$ cat src/rtl/uart_rx_if.sv
// Serial receive bundle: the RX pin plus the byte-level outputs of uart_rx.
// The receiver uses the master modport; consumers and testbenches use slave.
interface uart_rx_if;
    logic       rx;
    logic [7:0] data;
    logic       valid;
    logic       frame_err;
    logic       parity_err;
    logic       busy;

    modport master (
        input  rx,
        output data,
        output valid,
        output frame_err,
        output parity_err,
        output busy
    );

    modport slave (
        output rx,
        input  data,
        input  valid,
        input  frame_err,
        input  parity_err,
        input  busy
    );
endinterface

$ cat src/rtl/uart_rx.sv
// UART receiver, 8N1 by default and 8E1 when UART_RX_PARITY_EN is defined.
// Samples mid-bit, shifts LSB-first, and flags framing and parity errors.
module uart_rx #(
    parameter int CLKS_PER_BIT = 434
) (
    input  logic      clk,
    input  logic      rst,
    uart_rx_if.master bus
);

    localparam int CW = $clog2(CLKS_PER_BIT);
    localparam logic [CW-1:0] HALF_LAST = CW'(CLKS_PER_BIT / 2 - 1);
    localparam logic [CW-1:0] BIT_LAST  = CW'(CLKS_PER_BIT - 1);

`ifdef UART_RX_PARITY_EN
    typedef enum logic [2:0] {
        IDLE   = 3'd0,
        START  = 3'd1,
        DATA   = 3'd2,
        STOP   = 3'd3,
        BREAK  = 3'd4,
        PARITY = 3'd5
    } state_t;
`else
    typedef enum logic [2:0] {
        IDLE  = 3'd0,
        START = 3'd1,
        DATA  = 3'd2,
        STOP  = 3'd3,
        BREAK = 3'd4
    } state_t;
`endif

    state_t        state, state_n;
    logic [CW-1:0] cnt, cnt_n;
    logic [2:0]    idx, idx_n;
    logic [7:0]    shreg, shreg_n;
    logic [7:0]    data_r, data_n;
    logic          valid_r, valid_n;
    logic          ferr_r, ferr_n;
    logic          busy_r, busy_n;
    logic          rx_meta, rx_s;

    // Two-flop synchronizer; both stages reset to the idle line level.
    always_ff @(posedge clk) begin
        if (rst) begin
            rx_meta <= 1'b1;
            rx_s    <= 1'b1;
        end else begin
            rx_meta <= bus.rx;
            rx_s    <= rx_meta;
        end
    end

`ifdef UART_RX_PARITY_EN
    logic par_bad, par_bad_n;
    logic perr_r, perr_n;
`endif

    always_ff @(posedge clk) begin
        if (rst) begin
            state   <= IDLE;
            cnt     <= '0;
            idx     <= '0;
            shreg   <= '0;
            data_r  <= '0;
            valid_r <= 1'b0;
            ferr_r  <= 1'b0;
            busy_r  <= 1'b0;
`ifdef UART_RX_PARITY_EN
            par_bad <= 1'b0;
            perr_r  <= 1'b0;
`endif
        end else begin
            state   <= state_n;
            cnt     <= cnt_n;
            idx     <= idx_n;
            shreg   <= shreg_n;
            data_r  <= data_n;
            valid_r <= valid_n;
            ferr_r  <= ferr_n;
            busy_r  <= busy_n;
`ifdef UART_RX_PARITY_EN
            par_bad <= par_bad_n;
            perr_r  <= perr_n;
`endif
        end
    end

    always_comb begin
        state_n = state;
        cnt_n   = cnt + CW'(1);
        idx_n   = idx;
        shreg_n = shreg;
        data_n  = data_r;
        valid_n = 1'b0;
        ferr_n  = 1'b0;
`ifdef UART_RX_PARITY_EN
        par_bad_n = par_bad;
        perr_n    = 1'b0;
`endif
        case (state)
            IDLE: begin
                cnt_n = '0;
                idx_n = '0;
                if (!rx_s) state_n = START;
            end
            START: begin
                // A start bit that is high again at mid-bit was only a glitch.
                if (cnt == HALF_LAST) begin
                    idx_n   = '0;
                    state_n = rx_s ? IDLE : DATA;
                end
            end
            DATA: begin
                if (cnt == BIT_LAST) begin
                    cnt_n   = '0;
                    shreg_n = {rx_s, shreg[7:1]};
                    idx_n   = idx + 3'd1;
                    if (idx == 3'd7) begin
`ifdef UART_RX_PARITY_EN
                        state_n = PARITY;
`else
                        state_n = STOP;
`endif
                    end
                end
            end
`ifdef UART_RX_PARITY_EN
            PARITY: begin
                if (cnt == BIT_LAST) begin
                    par_bad_n = rx_s ^ (^shreg);
                    state_n   = STOP;
                end
            end
`endif
            STOP: begin
                if (cnt == BIT_LAST) begin
                    if (rx_s) begin
                        data_n  = shreg;
                        valid_n = 1'b1;
`ifdef UART_RX_PARITY_EN
                        perr_n  = par_bad;
`endif
                        state_n = IDLE;
                    end else begin
                        ferr_n  = 1'b1;
                        state_n = BREAK;
                    end
                end
            end
            BREAK: begin
                // Hold off until the line returns high so a stuck-low line cannot retrigger.
                cnt_n = '0;
                if (rx_s) state_n = IDLE;
            end
            default: begin
                state_n = IDLE;
            end
        endcase

        if (state_n != state) cnt_n = '0;
        busy_n = (state_n != IDLE);
    end

    assign bus.data      = data_r;
    assign bus.valid     = valid_r;
    assign bus.frame_err = ferr_r;
    assign bus.busy      = busy_r;
`ifdef UART_RX_PARITY_EN
    assign bus.parity_err = perr_r;
`else
    assign bus.parity_err = 1'b0;
`endif

endmodule

$ cat src/flat_wrapper.sv
// flat-port wrapper written by rule: the top's interface ports become plain ports
module uart_rx_flat 
#(
    parameter int CLKS_PER_BIT = 434
)
  (clk, rst, bus_rx, bus_data, bus_valid, bus_frame_err, bus_parity_err, bus_busy);
  uart_rx_if bus_i ();
  input  logic clk;
  input  logic rst;
  input wire logic [$bits(bus_i.rx)-1:0] bus_rx;
  output wire logic [$bits(bus_i.data)-1:0] bus_data;
  output wire logic [$bits(bus_i.valid)-1:0] bus_valid;
  output wire logic [$bits(bus_i.frame_err)-1:0] bus_frame_err;
  output wire logic [$bits(bus_i.parity_err)-1:0] bus_parity_err;
  output wire logic [$bits(bus_i.busy)-1:0] bus_busy;
  assign bus_i.rx = bus_rx;
  assign bus_data = bus_i.data;
  assign bus_valid = bus_i.valid;
  assign bus_frame_err = bus_i.frame_err;
  assign bus_parity_err = bus_i.parity_err;
  assign bus_busy = bus_i.busy;
  uart_rx #(.CLKS_PER_BIT(CLKS_PER_BIT)) u_core (.clk(clk), .rst(rst), .bus(bus_i));
endmodule
$ cat config.mk
export PLATFORM = sky130hd
export DESIGN_NAME = uart_rx_flat
export DESIGN_NICKNAME = d
export VERILOG_FILES = /design/src/rtl/uart_rx_if.sv /design/src/rtl/uart_rx.sv /design/src/flat_wrapper.sv
export SDC_FILE = /design/constraint.sdc
export NUM_CORES = 1
export LEC_CHECK = 0
export ABC_AREA = 0
export BUFFER_PORTS_ARGS = -buffer_cell sky130_fd_sc_hd__buf_2
export CORE_MARGIN = 2
export CORE_UTILIZATION = 54
export CTS_BUF_LIST = sky130_fd_sc_hd__clkbuf_8
export DETAILED_ROUTE_END_ITERATION = 7
export HOLD_SLACK_MARGIN = 0.15
export PLACE_DENSITY = 0.77
export SLEW_MARGIN = 20
export SYNTH_ARGS = -nofsm -noshare
export SYNTH_HDL_FRONTEND = slang
export SYNTH_SLANG_ARGS = --single-unit
$ cat constraint.sdc
create_clock -name clk -period 1.8 [get_ports clk]
set_input_delay 0.27 -clock clk [delete_from_list [all_inputs] [get_ports clk]]
set_output_delay 0.27 -clock clk [all_outputs]
set_load 0.01 [all_outputs]
==> impl_metrics.json, run 1 <==
{
  "synth_common_cells": "dfxtp_1 (36), nor2_1 (36), mux2i_1 (16)",
  "diodes": 0,
  "setup_ws_ns": -0.0584,
  "synth-edff-count": 0,
  "grt_pass1_wl_um": 5080,
  "die_y_um": 57.7,
  "synth_area_leaders": "dfxtp_1 (46%), mux2i_1 (10%), nor2_1 (8.7%)",
  "wl_um": 3380,
  "worst_slew_pin_slew_ns": 0.524,
  "postSynthCellCount": 163,
  "cp_max_fo": 5,
  "cts_tree": "yes",
  "finalMaxSlewViolations": 0,
  "synth.top_cell.area_share_pct": 46.3,
  "start_util_pct": 56.4,
  "cp_slowest_cell": "dfxtp_1",
  "max_stage_delay_ns": 0.42,
  "dr.first_iter.drc_count": 53,
  "synth_ff_type": "dfxtp_1",
  "wl_per_cell_um": 15.2,
  "drive_gt1_share_pct": 31.9,
  "clock_sinks": 36,
  "startpoint_type": "register",
  "cts.clk_slew.worst_paths_ns": 0.07,
  "avgViaCountPerCell": 5.72,
  "synth_nets": 171,
  "nets": 198,
  "cts_root_buf": "clkbuf_8",
  "yosys.area.top_type": "dfxtp_1",
  "setup_viol": 6,
  "post-route-drc-count": 0,
  "row_count": 19,
  "crit_required_ns": 1.95,
  "synth_cell_type_count": 37,
  "h-tree-depth": 2,
  "die_area_mm2": 0.00333,
  "dpl_worst_slack_ns": 0.00175,
  "antenna_found_initial": 0,
  "finish.utilization_pct": 70.8,
  "clockBufferDepth": 2,
  "synth_area_mm2": 0.00156,
  "relSlewSlack_pct": 64.8,
  "num_vias": 1269,
  "worst_setup_path_end_kind": "register",
  "gp_congestion": 0.797,
  "cts_hold_buf": 0,
  "ios": 15,
  "final_min_period_over_clock_period_pct": 103,
  "die_x_um": 57.7,
  "outcome": "finished with violations",
  "worst_clock_skew_ns": 0.00803,
  "final.min_clock_period_ns": 1.86,
  "post-dp-hpwl_um": 2200,
  "grt.overflow.total": 0,
  "violations": "negative setup slack",
  "rsz0062_at_grt": "true",
  "coreArea_mm2": 0.00276,
  "yosysWarnings": 0,
  "ys_ff_latch": 36,
  "hold_path_class": "in2reg",
  "syn_to_final_growth_pct": 25.4,
  "clk_latency_ns": 0.28,
  "cp.arrival_ns": 2.01,
  "grt_max_degree": 28,
  "timing.fmax_mhz": 538,
  "grt_pass1_vias": 1173,
  "powerDensity_mw_per_mm2": 721,
  "syn_avg_cell_area_um2": 9.55,
  "cap_viol_max_count": 0,
  "port_buffers": 13,
  "path_class": "reg2reg",
  "hold_viol": 0,
  "leakage_nw": 0.770,
  "dr.pass1.iters": 6,
  "seq_area_frac_synth_pct": 46.3,
  "cts_made_buffers": 5,
  "route.antenna.remaining_nets": 0,
  "peakVddDrop_mv": 0.768,
  "track_usage_pct": 19.7,
  "path_cells": "nand4b_1 -> buf_4 -> o31ai_1 -> o22ai_1 -> a2111oi_0 -> nor2_1",
  "async_flop_share_pct": 0
}
cells in the final DEF, fill, tap and decap left out, types with 3 or more instances in the layout:
cell / instances
buf_6: 3
buf_2: 13
clkbuf_8: 5
inv_1: 6
nor2_2: 3
xnor2_1: 5
ha_1: 3
nor2_4: 4
dfxtp_1: 34
buf_4: 13
mux2i_1: 16
nand2_1: 4
nor2_1: 29
o21ai_0: 4
nand3_1: 5
critical path, delay by kind of cell, from the launching register on:
kind	cells	cell delay, ns
buffers and inverters	1	0.18
AO/OA/AOI/OAI	3	0.92
flip-flops	1	0.42
AND/OR/NAND/NOR	2	0.21
what timing repair did:
action	4_1_cts	5_1_grt
hold endpoints to repair	0	0
buffers inserted	3	2
gates resized for setup	6	26
pin swaps	5	13
setup endpoints to repair	8	30
power by group:
group | switching, mW | internal [mW] | total [mW]
sequential | 0.00747 | 0.800 | 0.808
combinational | 0.0308 | 0.0214 | 0.0522
clock | 0.282 | 0.265 | 0.547
total | 0.320 | 1.09 | 1.41
cells by family after synthesis:
| logic type | Yosys count | synth area share [%] |
|---|---|---|
| DFF | 36 | 46.3 |
| adders and majority gates | 5 | 4.02 |
| and+or+nand+nor | 64 | 21.2 |
| buffers and inverters | 15 | 4.34 |
| other | 1 | 0.241 |
| muxes | 16 | 10.3 |
| xor gates and xnor gates | 7 | 3.94 |
| AOI/OAI and AO/OA | 19 | 9.65 |
area by class of cell:
type | instances | area [µm²]
multi-input combinational | 112 | 881
clock buffer | 5 | 68.8
inverter | 6 | 25.0
tap | 31 | 38.8
timing repair buffer | 29 | 196
sequential | 36 | 726
fill | 191 | 806
clock inverter | 3 | 16.3
path summary, 6_finish.rpt:
check,cells after the start,start,endpoint,slack (ns)
hold reg to reg,1,u_core.rx_meta,u_core.rx_s,0.42
hold / removal,2,bus_rx,u_core.rx_meta,0.17
setup reg to reg,6,u_core.cnt[5],u_core.bus.busy,-0.06
setup / recovery,6,u_core.cnt[5],u_core.bus.busy,-0.06
metal layers:
layer  global-route usage (%)  up-vias  share of wire (%)
li1                         -      617                  -
met1                     24.0      622                 44
met2                     35.1       23                 52
met3                     4.91        7                3.1
met4                     4.65        0                1.2
met5                        0        -                  0
state kept, by name, summed over array words and instances, names as in the netlist:
signal and cells:
u_core.bus.busy 1, u_core.bus.data 8, u_core.bus.frame_err 1, u_core.bus.valid 1
u_core.cnt 9, u_core.idx 3, u_core.rx_meta 1, u_core.rx_s 1
u_core.shreg 8, u_core.state 3
per-stage QoR:
stage	std cells	instance area, µm²	hold WS, ns	power, mW	TNS (ns)
global route	222	1950	0.180	1.45	-0.711
global placement	209	1700	0.400	0.866	0
floorplan	163	1560	0.374	0.856	0
CTS	220	1820	0.170	1.40	-0.0161
detailed placement	209	1700	0.407	0.868	0
finish	222	1950	0.168	1.41	-0.0787
(Power assumes the default switching activity.)
==> inputs of run 2 (changes only) <==
--- a/config.mk
+++ b/config.mk
@@ -13,6 +13,7 @@
 export DETAILED_ROUTE_END_ITERATION = 7
 export HOLD_SLACK_MARGIN = 0.15
 export PLACE_DENSITY = 0.77
+export SETUP_SLACK_MARGIN = 0.2
 export SLEW_MARGIN = 20
 export SYNTH_ARGS = -nofsm -noshare
 export SYNTH_HDL_FRONTEND = slang
==> constraint.sdc (replaced) <==
create_clock -name clk -period 1.8 [get_ports clk]
set_input_delay 0.27 -clock clk [delete_from_list [all_inputs] [get_ports clk]]
set_output_delay 0.27 -clock clk [all_outputs]
set_load 0.1 [all_outputs]
==> impl_metrics.json, run 2 (synthesized netlist as in run 1, its figures left out) <==
{
  "outcome": "finished, final reports clean",
  "die_area_mm2": 0.00333,
  "crit_top_cell": "a21oi_2",
  "wl_per_cell_um": 13.7,
  "post-dp-hpwl_um": 2100,
  "final_min_period_over_clock_period_pct": 98.7,
  "dr.pass1.iters": 4,
  "post-route-drc-count": 0,
  "dpl_worst_slack_ns": -0.0164,
  "layout_commonest_cell": "dfxtp_1",
  "setup_tns_ns": 0,
  "route.antenna.remaining_nets": 0,
  "grt.overflow.total": 0,
  "row_count": 19,
  "gp_congestion": 0.822,
  "drive_gt1_share_pct": 35.8,
  "h-tree-depth": 2,
  "cts_root_buf": "clkbuf_8",
  "crit_required_ns": 2.02,
  "leakage_nw": 0.767,
  "hold_path_class": "in2reg",
  "die_y_um": 57.7,
  "nets": 197,
  "startpoint_type": "register",
  "cap_viol_max_count": 0,
  "worst_clock_skew_ns": 0.00752,
  "cts_made_buffers": 5,
  "layout_common_cells": "dfxtp_1 (33), nor2_1 (29), mux2i_1 (16)",
  "largest_register_ff_count": 9,
  "grt_pass1_vias": 1214,
  "n_fill_cell": 200,
  "coreArea_mm2": 0.00276,
  "finalNonFillerCells": 221,
  "top_register": "u_core.cnt",
  "worst_setup_path_end_kind": "register",
  "num_vias": 1212,
  "dr.first_iter.drc_count": 41,
  "antenna_found_initial": 0,
  "die_x_um": 57.7,
  "timing.hold.ws_ns": 0.168,
  "avgViaCountPerCell": 5.48,
  "ios": 15,
  "dp.cells": 206,
  "cts_hold_buf": 0,
  "track_usage_pct": 19.6,
  "cts_tree": "yes",
  "setup_viol": 0,
  "peakVddDrop_mv": 0.699,
  "cp_max_fo": 5,
  "diodes": 0,
  "finalMaxSlewViolations": 0,
  "syn_to_final_growth_pct": 26.0,
  "cp.arrival_ns": 2.00,
  "rsz0062_at_grt": "true",
  "setup_ws_ns": 0.0239,
  "hold_viol": 0,
  "wl_um": 3020,
  "critical_path.top_delay_family": "simple AND/OR/NAND/NOR gates",
  "path_cells": "inv_2 -> ha_4 -> nand4b_1 -> nor3_4 -> a21oi_2 -> or4b_1 -> a21oi_2",
  "cts.clk_slew.worst_paths_ns": 0.07,
  "clk_latency_ns": 0.28,
  "port_buffers": 13,
  "powerDensity_mw_per_mm2": 726,
  "grt_max_degree": 28,
  "path_class": "reg2reg",
  "clock_sinks": 36,
  "grt_pass1_wl_um": 5020,
  "worst-path-buf-inv": 1,
  "cp_slowest_cell": "or4b_1",
  "max_stage_delay_ns": 0.49,
  "start_util_pct": 56.4,
  "final.min_clock_period_ns": 1.78,
  "timing.fmax_mhz": 563,
  "clockBufferDepth": 2
}
run 2: cell types whose count changed in the layout (fill, tap and decap cells not counted), sizes merged:
| cell | before | now |
|---|---|---|
| clkinv | 1 | 3 |
| inv | 8 | 6 |
| buf | 29 | 28 |
run 2: per-stage QoR:
| stage | power [mW] | area (µm²) | utilization, % |
|---|---|---|---|
| finish | 1.42 | 1960 | 71.1 |
| global route | 1.47 | 1960 | 71.1 |
| CTS | 1.43 | 1860 | 67.3 |
| detailed placement | 0.883 | 1680 | 60.8 |
| global placement | 0.881 | 1680 | 60.8 |
| floorplan | 0.873 | 1560 | - |
run 2: final timing paths:
path,from,endpoint,slack (ns),depth (start not counted)
worst max register to register,u_core.cnt[1],u_core.idx[1],0.02,7
worst min-delay path,bus_rx,u_core.rx_meta,0.17,2
worst min register to register,u_core.rx_meta,u_core.rx_s,0.44,1
worst max-delay path,u_core.cnt[1],u_core.idx[1],0.02,7
run 2: what timing repair did:
action	CTS	global route
setup endpoints to repair	31	31
gates resized for setup	13	20
pin swaps	5	10
setup buffers	3	4
hold endpoints to repair	0	0
run 2: cell type report:
type	count	area, µm²	area share (%)
Timing Repair Buffer	28	189	9.64
Tap cell	31	38.8	1.98
Clock buffer	5	68.8	3.51
Clock inverter	3	18.8	0.957
Sequential cell	36	727	37.1
Inverter	6	25.0	1.28
Multi-Input combinational cell	112	893	45.6
run 2: routing by layer:
layer | GRT usage [%] | up-vias | share of wire (%)
met5 | 0 | - | 0
met4 | 11.6 | 0 | 1.4
met3 | 4.02 | 6 | 3.2
met2 | 31.7 | 18 | 51
met1 | 24.3 | 579 | 45
li1 | - | 609 | -
run 2: where the power goes:
group          switching, mW  internal [mW]  total (mW)
clock                  0.275          0.269       0.544
sequential           0.00698          0.801       0.808
combinational         0.0480         0.0236      0.0716
==> inputs of run 3 (changes only) <==
--- a/config.mk
+++ b/config.mk
@@ -8,11 +8,11 @@
 export ABC_AREA = 0
 export BUFFER_PORTS_ARGS = -buffer_cell sky130_fd_sc_hd__buf_2
 export CORE_MARGIN = 2
-export CORE_UTILIZATION = 54
+export CORE_UTILIZATION = 60
 export CTS_BUF_LIST = sky130_fd_sc_hd__clkbuf_8
 export DETAILED_ROUTE_END_ITERATION = 7
 export HOLD_SLACK_MARGIN = 0.15
-export PLACE_DENSITY = 0.77
+export PLACE_DENSITY = 0.81
 export SETUP_SLACK_MARGIN = 0.2
 export SLEW_MARGIN = 20
 export SYNTH_ARGS = -nofsm -noshare
==> constraint.sdc (replaced) <==
create_clock -name clk -period 1.65 [get_ports clk]
set_input_delay 0.2475 -clock clk [delete_from_list [all_inputs] [get_ports clk]]
set_output_delay 0.2475 -clock clk [all_outputs]
set_load 0.1 [all_outputs]
==> impl_metrics.json, run 3 (synthesized netlist as in run 1, its figures left out) <==
{
  "outcome": "finished with violations",
  "violations": "negative setup slack",
  "startpoint_type": "register",
  "cts_hold_buf": 0,
  "final.min_clock_period_ns": 1.73,
  "seqPwrFrac_pct": 56.1,
  "die_area_mm2": 0.00302,
  "timing.fmax_mhz": 577,
  "netSwitchingFraction_pct": 24.1,
  "diodes": 0,
  "multi_input_area_um2": 847,
  "hold_depth": 2,
  "crit_required_ns": 1.82,
  "power_frac_clock_pct": 38.9,
  "top_register": "u_core.cnt",
  "row_count": 18,
  "cp_max_fo": 7,
  "combPwrFrac_pct": 5.1,
  "rrSetupSlack_ns": -0.08,
  "cts_made_buffers": 5,
  "grt.overflow.total": 0,
  "r2r-end": "u_core.cnt[7]",
  "finalMaxSlewViolations": 0,
  "port_buffers": 13,
  "layout_common_cells": "nor2_1 (35), dfxtp_1 (33), buf_4 (18)",
  "cp.arrival_ns": 1.91,
  "hold_viol": 0,
  "largest_register_ff_count": 9,
  "start_util_pct": 62.8,
  "grt_pass1_wl_um": 5290,
  "track_usage_pct": 25.6,
  "wl_um": 3520,
  "dr.pass1.iters": 4,
  "setup_tns_ns": -1.07,
  "peakVddDrop_mv": 0.976,
  "reg2reg_depth": 8,
  "dr.first_iter.drc_count": 35,
  "worst_clock_skew_ns": 0.00584,
  "leakage_nw": 0.810,
  "die_x_um": 54.9,
  "h-tree-depth": 2,
  "grt_max_degree": 28,
  "setup_ws_ns": -0.0844,
  "post-dp-hpwl_um": 2140,
  "cap_viol_max_count": 0,
  "clockBufferDepth": 2,
  "cts_root_buf": "clkbuf_8",
  "worst_setup_path_end_kind": "register",
  "switchingPower_uw": 379,
  "clk_latency_ns": 0.29,
  "layout_commonest_cell": "nor2_1",
  "path_class": "reg2reg",
  "n_fill_cell": 152,
  "post-route-drc-count": 0,
  "antenna_found_initial": 0,
  "ios": 15,
  "num_vias": 1311,
  "nets": 205,
  "power.total_mw": 1.57,
  "route.antenna.remaining_nets": 0,
  "die_y_um": 54.9,
  "setup_viol": 22,
  "cts.clk_slew.worst_paths_ns": 0.07,
  "coreArea_mm2": 0.00248,
  "avgViaCountPerCell": 5.75,
  "p_int_mw": 1.19,
  "syn_to_final_growth_pct": 27.1,
  "hold_path_class": "in2reg",
  "hold_path_end": "u_core.rx_meta",
  "grt_pass1_vias": 1167,
  "hp-start": "bus_rx",
  "seq_area_um2": 727,
  "drive_gt1_share_pct": 33.8,
  "gp_congestion": 0.938,
  "wl_per_cell_um": 15.4,
  "powerDensity_mw_per_mm2": 795,
  "dpl_worst_slack_ns": -0.122,
  "clock_sinks": 36,
  "cts_tree": "yes",
  "r2r-start": "u_core.cnt[1]",
  "final_min_period_over_clock_period_pct": 105,
  "finish.utilization_pct": 79.8,
  "rsz0062_at_grt": "true"
}
[run 3: cell count changes in the layout (fill, tap and decap cells not counted), moves of 2 or more]
| cell | before | now |
|---|---|---|
| a21oi_1 | 1 | 3 |
| buf_6 | 3 | 5 |
| a21oi_2 | 3 | 1 |
| nor2_2 | 6 | 0 |
| o21ai_1 | 0 | 2 |
| nor2_1 | 29 | 35 |
| buf_4 | 12 | 18 |
[run 3: layer usage]
| metal | global-route usage [%] | wire length [µm] |
|---|---|---|
| met4 | 13.8 | 74 |
| met3 | 6.99 | 163 |
| met5 | 0 | 0 |
| met1 | 29.0 | 1490 |
| met2 | 43.5 | 1790 |
[run 3: timing repair]
action / in CTS / in global routing
hold endpoints to repair: 0 / 0
buffers inserted: 5 / 0
gates resized for setup: 16 / 10
pin swaps: 14 / 8
endpoints found under the setup margin: 33 / 34
gates cloned: 1 / 1
[run 3: how the worst max path moves through the flow]
stage | slack, ns | from | end | depth (start not counted)
CTS | -0.07 | u_core.cnt[0] | u_core.idx[1] | 7
finish | -0.08 | u_core.cnt[1] | u_core.cnt[7] | 8
global route | -0.17 | u_core.cnt[1] | u_core.bus.data[4] | 9
detailed placement | -0.12 | u_core.cnt[1] | u_core.bus.busy | 7
global placement | -0.1 | u_core.cnt[1] | u_core.bus.busy | 7
floorplan | 0.04 | u_core.cnt[0] | u_core.idx[1] | 7
[run 3: power groups by stage]
stage / registers [mW] / clock network, mW / logic, mW
2_1_floorplan: 0.907 / 0 / 0.0455
4_1_cts: 0.881 / 0.616 / 0.0733
3_5_place_dp: 0.901 / 0 / 0.0661
3_3_place_gp: 0.900 / 0 / 0.0642
5_1_grt: 0.882 / 0.639 / 0.0859
6_report: 0.882 / 0.612 / 0.0796
[run 3: area by class of cell]
class,instances,area share (%)
flip-flops and latches,36,36.7
well taps,30,1.90
clock inverters,3,0.949
multi-input cells,112,42.8
inverters,6,1.14
clock buffers,5,3.48
repair buffers,36,13.0
[run 3: through the flow]
step	cell area, µm²	hold slack, ns	instances
finish	1980	0.147	228
global route	1980	0.167	228
CTS	1930	0.155	227
detailed placement	1740	0.410	213
global placement	1740	0.401	213
floorplan	1570	0.351	163
[run 3: worst max-delay path: stages (launching register included)]
cell       delay (ns)
dfxtp_2          0.33
inv_2            0.07
ha_4             0.14
nand4bb_4        0.17
buf_4            0.19
nor3_4           0.20
nor3_1           0.10
o211ai_2         0.35
nor2_1           0.07
